===== config.mk =====
export PLATFORM = sky130hd
export DESIGN_NAME = arb_rr_lock
export DESIGN_NICKNAME = d
export VERILOG_FILES = /design/src/rtl/arb_rr_lock.sv
export SDC_FILE = /design/constraint.sdc
export NUM_CORES = 1
export LEC_CHECK = 0
export CAP_MARGIN = 5
export CELL_PAD_IN_SITES_DETAIL_PLACEMENT = 0
export CELL_PAD_IN_SITES_GLOBAL_PLACEMENT = 1
export CORE_ASPECT_RATIO = 0.75
export CORE_MARGIN = 2
export CORE_UTILIZATION = 43
export DETAILED_ROUTE_END_ITERATION = 8
export PLACE_DENSITY = 0.89
export SLEW_MARGIN = 20
export SYNTH_ARGS = -nofsm -noshare
export SYNTH_HDL_FRONTEND = slang
export SYNTH_SLANG_ARGS = --single-unit

===== constraint.sdc =====
create_clock -name clk -period 7.42 [get_ports clk]
set_clock_uncertainty 0.2 [all_clocks]
set_input_delay 1.484 -clock clk [delete_from_list [all_inputs] [get_ports clk]]
set_output_delay 1.484 -clock clk [all_outputs]
set_load 0.005 [all_outputs]

===== src/rtl/arb_rr_lock.sv =====
// arb_rr_lock: round-robin arbiter with packet locking; define ARB_LOCK_TIMEOUT_EN to add a forced-release stall timeout
module arb_rr_lock #(
  parameter int N = 5,
  parameter int IDW = (N > 1) ? $clog2(N) : 1,
  parameter int TIMEOUT = 16
) (
  input  logic           clk,
  input  logic           rst_,
  input  logic [N-1:0]   req,
  input  logic [N-1:0]   tail,
  input  logic           ready,
  output logic [N-1:0]   grt,
  output logic [IDW-1:0] grt_id,
  output logic           busy,
  output logic           timeout_err
);
  typedef enum logic {IDLE, LOCKED} state_t;
  state_t state_q, state_d;
  logic [IDW-1:0] ptr_q, ptr_d, owner_q, owner_d, win, idx, gid;
  logic found, gv, fire, tmo;

  function automatic logic [IDW-1:0] inc_mod(input logic [IDW-1:0] x);
    return (int'(x) == N - 1) ? '0 : x + IDW'(1);
  endfunction

  // first requester found scanning upward from the fairness pointer, wrapping at N
  always_comb begin
    win = '0;
    idx = '0;
    found = 1'b0;
    for (int k = 0; k < N; k++) begin
      idx = IDW'((int'(ptr_q) + k) % N);
      if (!found && req[idx]) begin
        found = 1'b1;
        win = idx;
      end
    end
  end

  // grant is the owner while locked, else the scan winner; outputs held low during reset
  always_comb begin
    gv = (state_q == LOCKED) || found;
    gid = (state_q == LOCKED) ? owner_q : win;
    grt = (rst_ && gv) ? N'(1) << gid : '0;
    grt_id = (rst_ && gv) ? gid : '0;
    fire = |(grt & req) && ready;
    state_d = state_q;
    ptr_d = ptr_q;
    owner_d = owner_q;
    if (tmo) begin
      state_d = IDLE;
      ptr_d = inc_mod(owner_q);
    end else if (fire) begin
      state_d = tail[gid] ? IDLE : LOCKED;
      ptr_d = tail[gid] ? inc_mod(gid) : ptr_q;
      owner_d = gid;
    end
  end

  assign busy = (state_q == LOCKED);

  // arbitration state registers
  always_ff @(posedge clk or negedge rst_) begin
    if (!rst_) begin
      state_q <= IDLE;
      ptr_q <= '0;
      owner_q <= '0;
    end else begin
      state_q <= state_d;
      ptr_q <= ptr_d;
      owner_q <= owner_d;
    end
  end

`ifdef ARB_LOCK_TIMEOUT_EN
  localparam int CW = $clog2(TIMEOUT + 1);
  logic [CW-1:0] cnt_q, cnt_d;
  logic timeout_err_q;

  assign tmo = (state_q == LOCKED) && (cnt_q == CW'(TIMEOUT));
  assign timeout_err = timeout_err_q;

  // stall counter advances on locked cycles without a transfer
  always_comb cnt_d = (tmo || fire) ? '0 : (state_q == LOCKED) ? cnt_q + CW'(1) : '0;

  // stall counter and registered forced-release pulse
  always_ff @(posedge clk or negedge rst_) begin
    if (!rst_) begin
      cnt_q <= '0;
      timeout_err_q <= 1'b0;
    end else begin
      cnt_q <= cnt_d;
      timeout_err_q <= tmo;
    end
  end
`else
  assign tmo = 1'b0;
  assign timeout_err = (TIMEOUT < 0);
`endif
endmodule


==> results.txt <==
----------------------------------------------------
[STA]
  Period minus WS final ... approximately 7 ns
  Actual slew at the worst max-slew pin ... 0.5831 ns
  Setup total negative slack ... 0 ns
  Setup Viol. Count Final ... 0
  Worst slew margin relative to its limit ... between 60% and 70%
  Fin crit share ... 94.22%
  RSZ-0062 raised after global routing ... no
  Endpoints failing hold ... 0
  Highest clock rate ... roughly 140 MHz
  Final-report max-slew violation count ... 0

[Critical path]
  Endpoint arrival time on the critical path ... 5.31 ns
  Cells along the critical path ... inv_2, ha_1, a21oi_1, xnor2_1, inv_1, ha_1, o22ai_1, a22oi_1, o32ai_1, nand3_1, nor3b_4, nor4b_4, o221ai_4, inv_1, ha_1, ha_1, and2_1, clkdlybuf4s50_1
  Setup slack, reg-to-reg ... around 1.5 ns
  Number of cells on the critical path ... 18
  Cell repeated most along the worst path ... sky130_fd_sc_hd__ha_1
  Critical path origin ... ptr_q[0]
  Path depth of the worst reg2reg path ... 22
  Required time of the critical path ... about 5.7 ns
  CP max stage delay ... roughly 0.54 ns
  Worst reg2reg path startpoint ... ptr_q[0]
  Library cell contributing the largest single delay on the critical path ... sky130_fd_sc_hd__ha_1
  Kind of cell with the highest combined delay on the critical path ... compound AO/OA/AOI/OAI gates
  RR Endpoint ... ptr_q[0]
  Critical path class ... flip-flop to output port
  Count of buffer and inverter cells on the critical path ... 4
  Category of the worst setup path capture point ... output port
  Worst setup path end ... grt[3]
  Nature of the critical path startpoint ... flip-flop
  Max Fanout on Critical Path ... 15

[Clock tree]
  Maximum count of clock buffers along a single path ... 2
  Number of hold buffers added after cts ... 0
  Clock tree sinks ... 7
  Clock buffers created by TritonCTS ... 3
  Clk_lat worst skew ... ~0.23 ns
  Root cell of the clock tree ... sky130_fd_sc_hd__clkbuf_8
  H-tree depth ... 1
  Clock slew at the register clock pins of the worst setup and hold paths ... 0.04 ns
  CTS tree ... yes

[Status]
  Run status ... finished, final reports clean

[Yosys]
  List of most frequent post-synthesis cells ... 26 x sky130_fd_sc_hd__nor2_1, 24 x sky130_fd_sc_hd__nand2_1, 20 x sky130_fd_sc_hd__ha_1, 20 x sky130_fd_sc_hd__o21ai_0, 16 x sky130_fd_sc_hd__inv_1
  Mean post-synth cell area ... 7.456 um2
  Flip-flop cell with the highest count after synthesis ... sky130_fd_sc_hd__dfrtp_1
  Area fraction in and, or, nand and nor cells after synthesis ... around a third
  Mapped Nets ... roughly 350
  Post-synthesis compound-gate area fraction ... a little under a third
  Most frequent cell after synthesis ... sky130_fd_sc_hd__nor2_1
  Synthesized cell area ... about 2300 um2
  YS warnings ... 0
  Combinational family with the most area after synthesis ... simple AND/OR/NAND/NOR gates
  Share of the synthesized netlist area taken by xor and xnor gates ... under 10%
  Cell type with the highest aggregate area in the netlist ... sky130_fd_sc_hd__ha_1
  Number of register bits inferred by synthesis ... 7
  Number of distinct library cell variants in the gate-level netlist after synthesis ... 83
  EDFF count, synth ... 0
  Synth Area in Adders ... approximately a tenth
  Cells after synthesis ... approximately 320
  Mux share of post-synthesis cell area ... about 6.7%
  Seq/Total Area, Yosys ... 7.459%
  Largest cells by area after synthesis ... sky130_fd_sc_hd__ha_1 11%, sky130_fd_sc_hd__dfrtp_1 7.5%, sky130_fd_sc_hd__o21ai_0 4.3%
  Ys async rst share ... between 90% and 100%
  Top-area cell type share of the netlist area ... about a tenth

[Layout]
  Area of the multi-input gates ... between 2000 and 2500 um2
  Net total in the final layout ... 371
  Filler Cell Count ... 526
  Area taken by flip-flops and latches ... around 180 um2
  Layout overhead on the synthesized area ... 15.13%
  Number of inserted diodes ... 0
  Proportion of layout cells with a drive suffix above 1 ... 14.24%

[GRT]
  Maximum number of pins on one net before global-route repair ... 26
  Total gr overflow ... 0
  Overall Global Routing Usage ... between 20 and 25%
  Initial antenna violation count ... 0
  First-pass GRT wire length ... approximately 11,000 um
  Number of global-route vias before repair ... between 2,000 and 2,500

[Drt]
  Remaining antenna violation count ... 0
  Total number of vias ... between 2,000 and 3,000
  Routed wire length ... roughly 6700 um
  Number of detailed-routing iterations run before antenna repair ... 5
  Starting DRT DRC Count ... about 220
  Wire length per cell ... approximately 16 um
  Post-route DRC ... 0
  Average via count per standard cell ... a little over 6

[Floorplan]
  Initial core utilization ... around 44%
  Horizontal extent of the die ... 89.34 um
  Standard-cell row count ... 23
  Chip height ... between 60 and 70 um
  Die Area ... 6075 um2
  Core Area ... ~5300 um2
  Ports ... 23

[Place]
  Final weighted congestion in routability-driven placement ... ~0.94
  DP Wirelength ... a little over 5000 um
  Port-buffer cells ... 21

[Run]
  Max-capacitance violation count ... 0

[Worst hold path]
  Min-Delay Path Class ... flip-flop to flip-flop

----------------------------------------------------
-- per-stage QoR --
step | cell area [um2] | hold slack, ns | setup WS, ns | util (%) | cells
floorplan | 2349 | 0.2538 | 1.441 | - | 315
global placement | 2654 | 0.2774 | 0.6915 | 50.12 | 408
detailed placement | 2654 | 0.2791 | 0.5831 | 50.12 | 408
CTS | 2700 | 0.2929 | 0.4662 | 50.99 | 412
global route | 2704 | 0.3249 | 0.04585 | 51.06 | 412
finish | 2704 | 0.2975 | 0.4290 | 51.06 | 412
-- per-layer routing --
metal,track usage [%],part of all wire [%],vias up
li1,-,-,1223
met1,35.01,50,1170
met2,31.67,42,107
met3,3.619,7.8,6
met4,2.799,0.34,0
met5,0,0,-
-- placed cells by master, fill, tap and decap left out, drive strengths merged, types with 4 or more instances in the layout --
cell           count
mux2               8
o211ai             4
inv               18
nor2b             10
mux2i              6
nor2              27
and2               7
a21oi             15
clkdlybuf4s50     21
o21ai             20
and4               4
nand2b            10
and3               7
o21a               4
dfrtp              7
nor3               6
or3                4
nand2             24
a211oi             5
a22oi              4
buf               13
nand3             13
ha                20
xnor2              8
-- logic make-up (layout without fill, tap and decap cells) --
logic type / after synthesis / count (layout)
simple gates: 132 / 132
compound gates: 96 / 96
buf+inv: 36 / 58
fa+ha+maj: 20 / 20
mux: 14 / 14
xor+xnor: 9 / 9
flops: 7 / 7
other cells: 1 / 1
-- how the worst min path moves through the flow --
stage / end / startpoint / slack, ns / cells past startpoint
floorplan: owner_q[2] / owner_q[2] / 0.25 / 2
global route: owner_q[2] / owner_q[2] / 0.32 / 2
detailed placement: owner_q[2] / owner_q[2] / 0.28 / 2
CTS: owner_q[2] / owner_q[2] / 0.29 / 2
global placement: owner_q[2] / owner_q[2] / 0.28 / 2
finish: owner_q[2] / owner_q[2] / 0.30 / 2
-- worst reg2reg max path, delay by kind of cell, from the launching register on --
family | cells | cell delay, ns
multiplexers | 2 | 0.58
flip-flops | 1 | 0.38
adder cells (fa/ha/maj) | 4 | 1.21
buffers and inverters | 3 | 0.54
XOR/XNOR | 1 | 0.40
AND/OR/NAND/NOR | 5 | 0.87
AO/OA/AOI/OAI | 7 | 1.66
-- state kept, by name (all words and copies together) (netlist names) --
name,count
owner_q,3
ptr_q,3
busy,1
-- layout make-up --
class,instances,share of cell area (%)
Clock buffer,3,1.527
Tap cell,75,3.471
Clock inverter,1,0.1851
Sequential cell,7,6.478
Inverter,20,2.869
Timing Repair Buffer,34,11.38
Multi-Input combinational cell,272,74.09
-- repair_timing --
item,in CTS,in global routing
setup endpoints to repair,0,1
resized for setup,0,2
buffers inserted,0,0
Power is left out: the tool's default activity adds up to more than one toggle a clock period on the data nets, which glitch-free logic cannot reach.
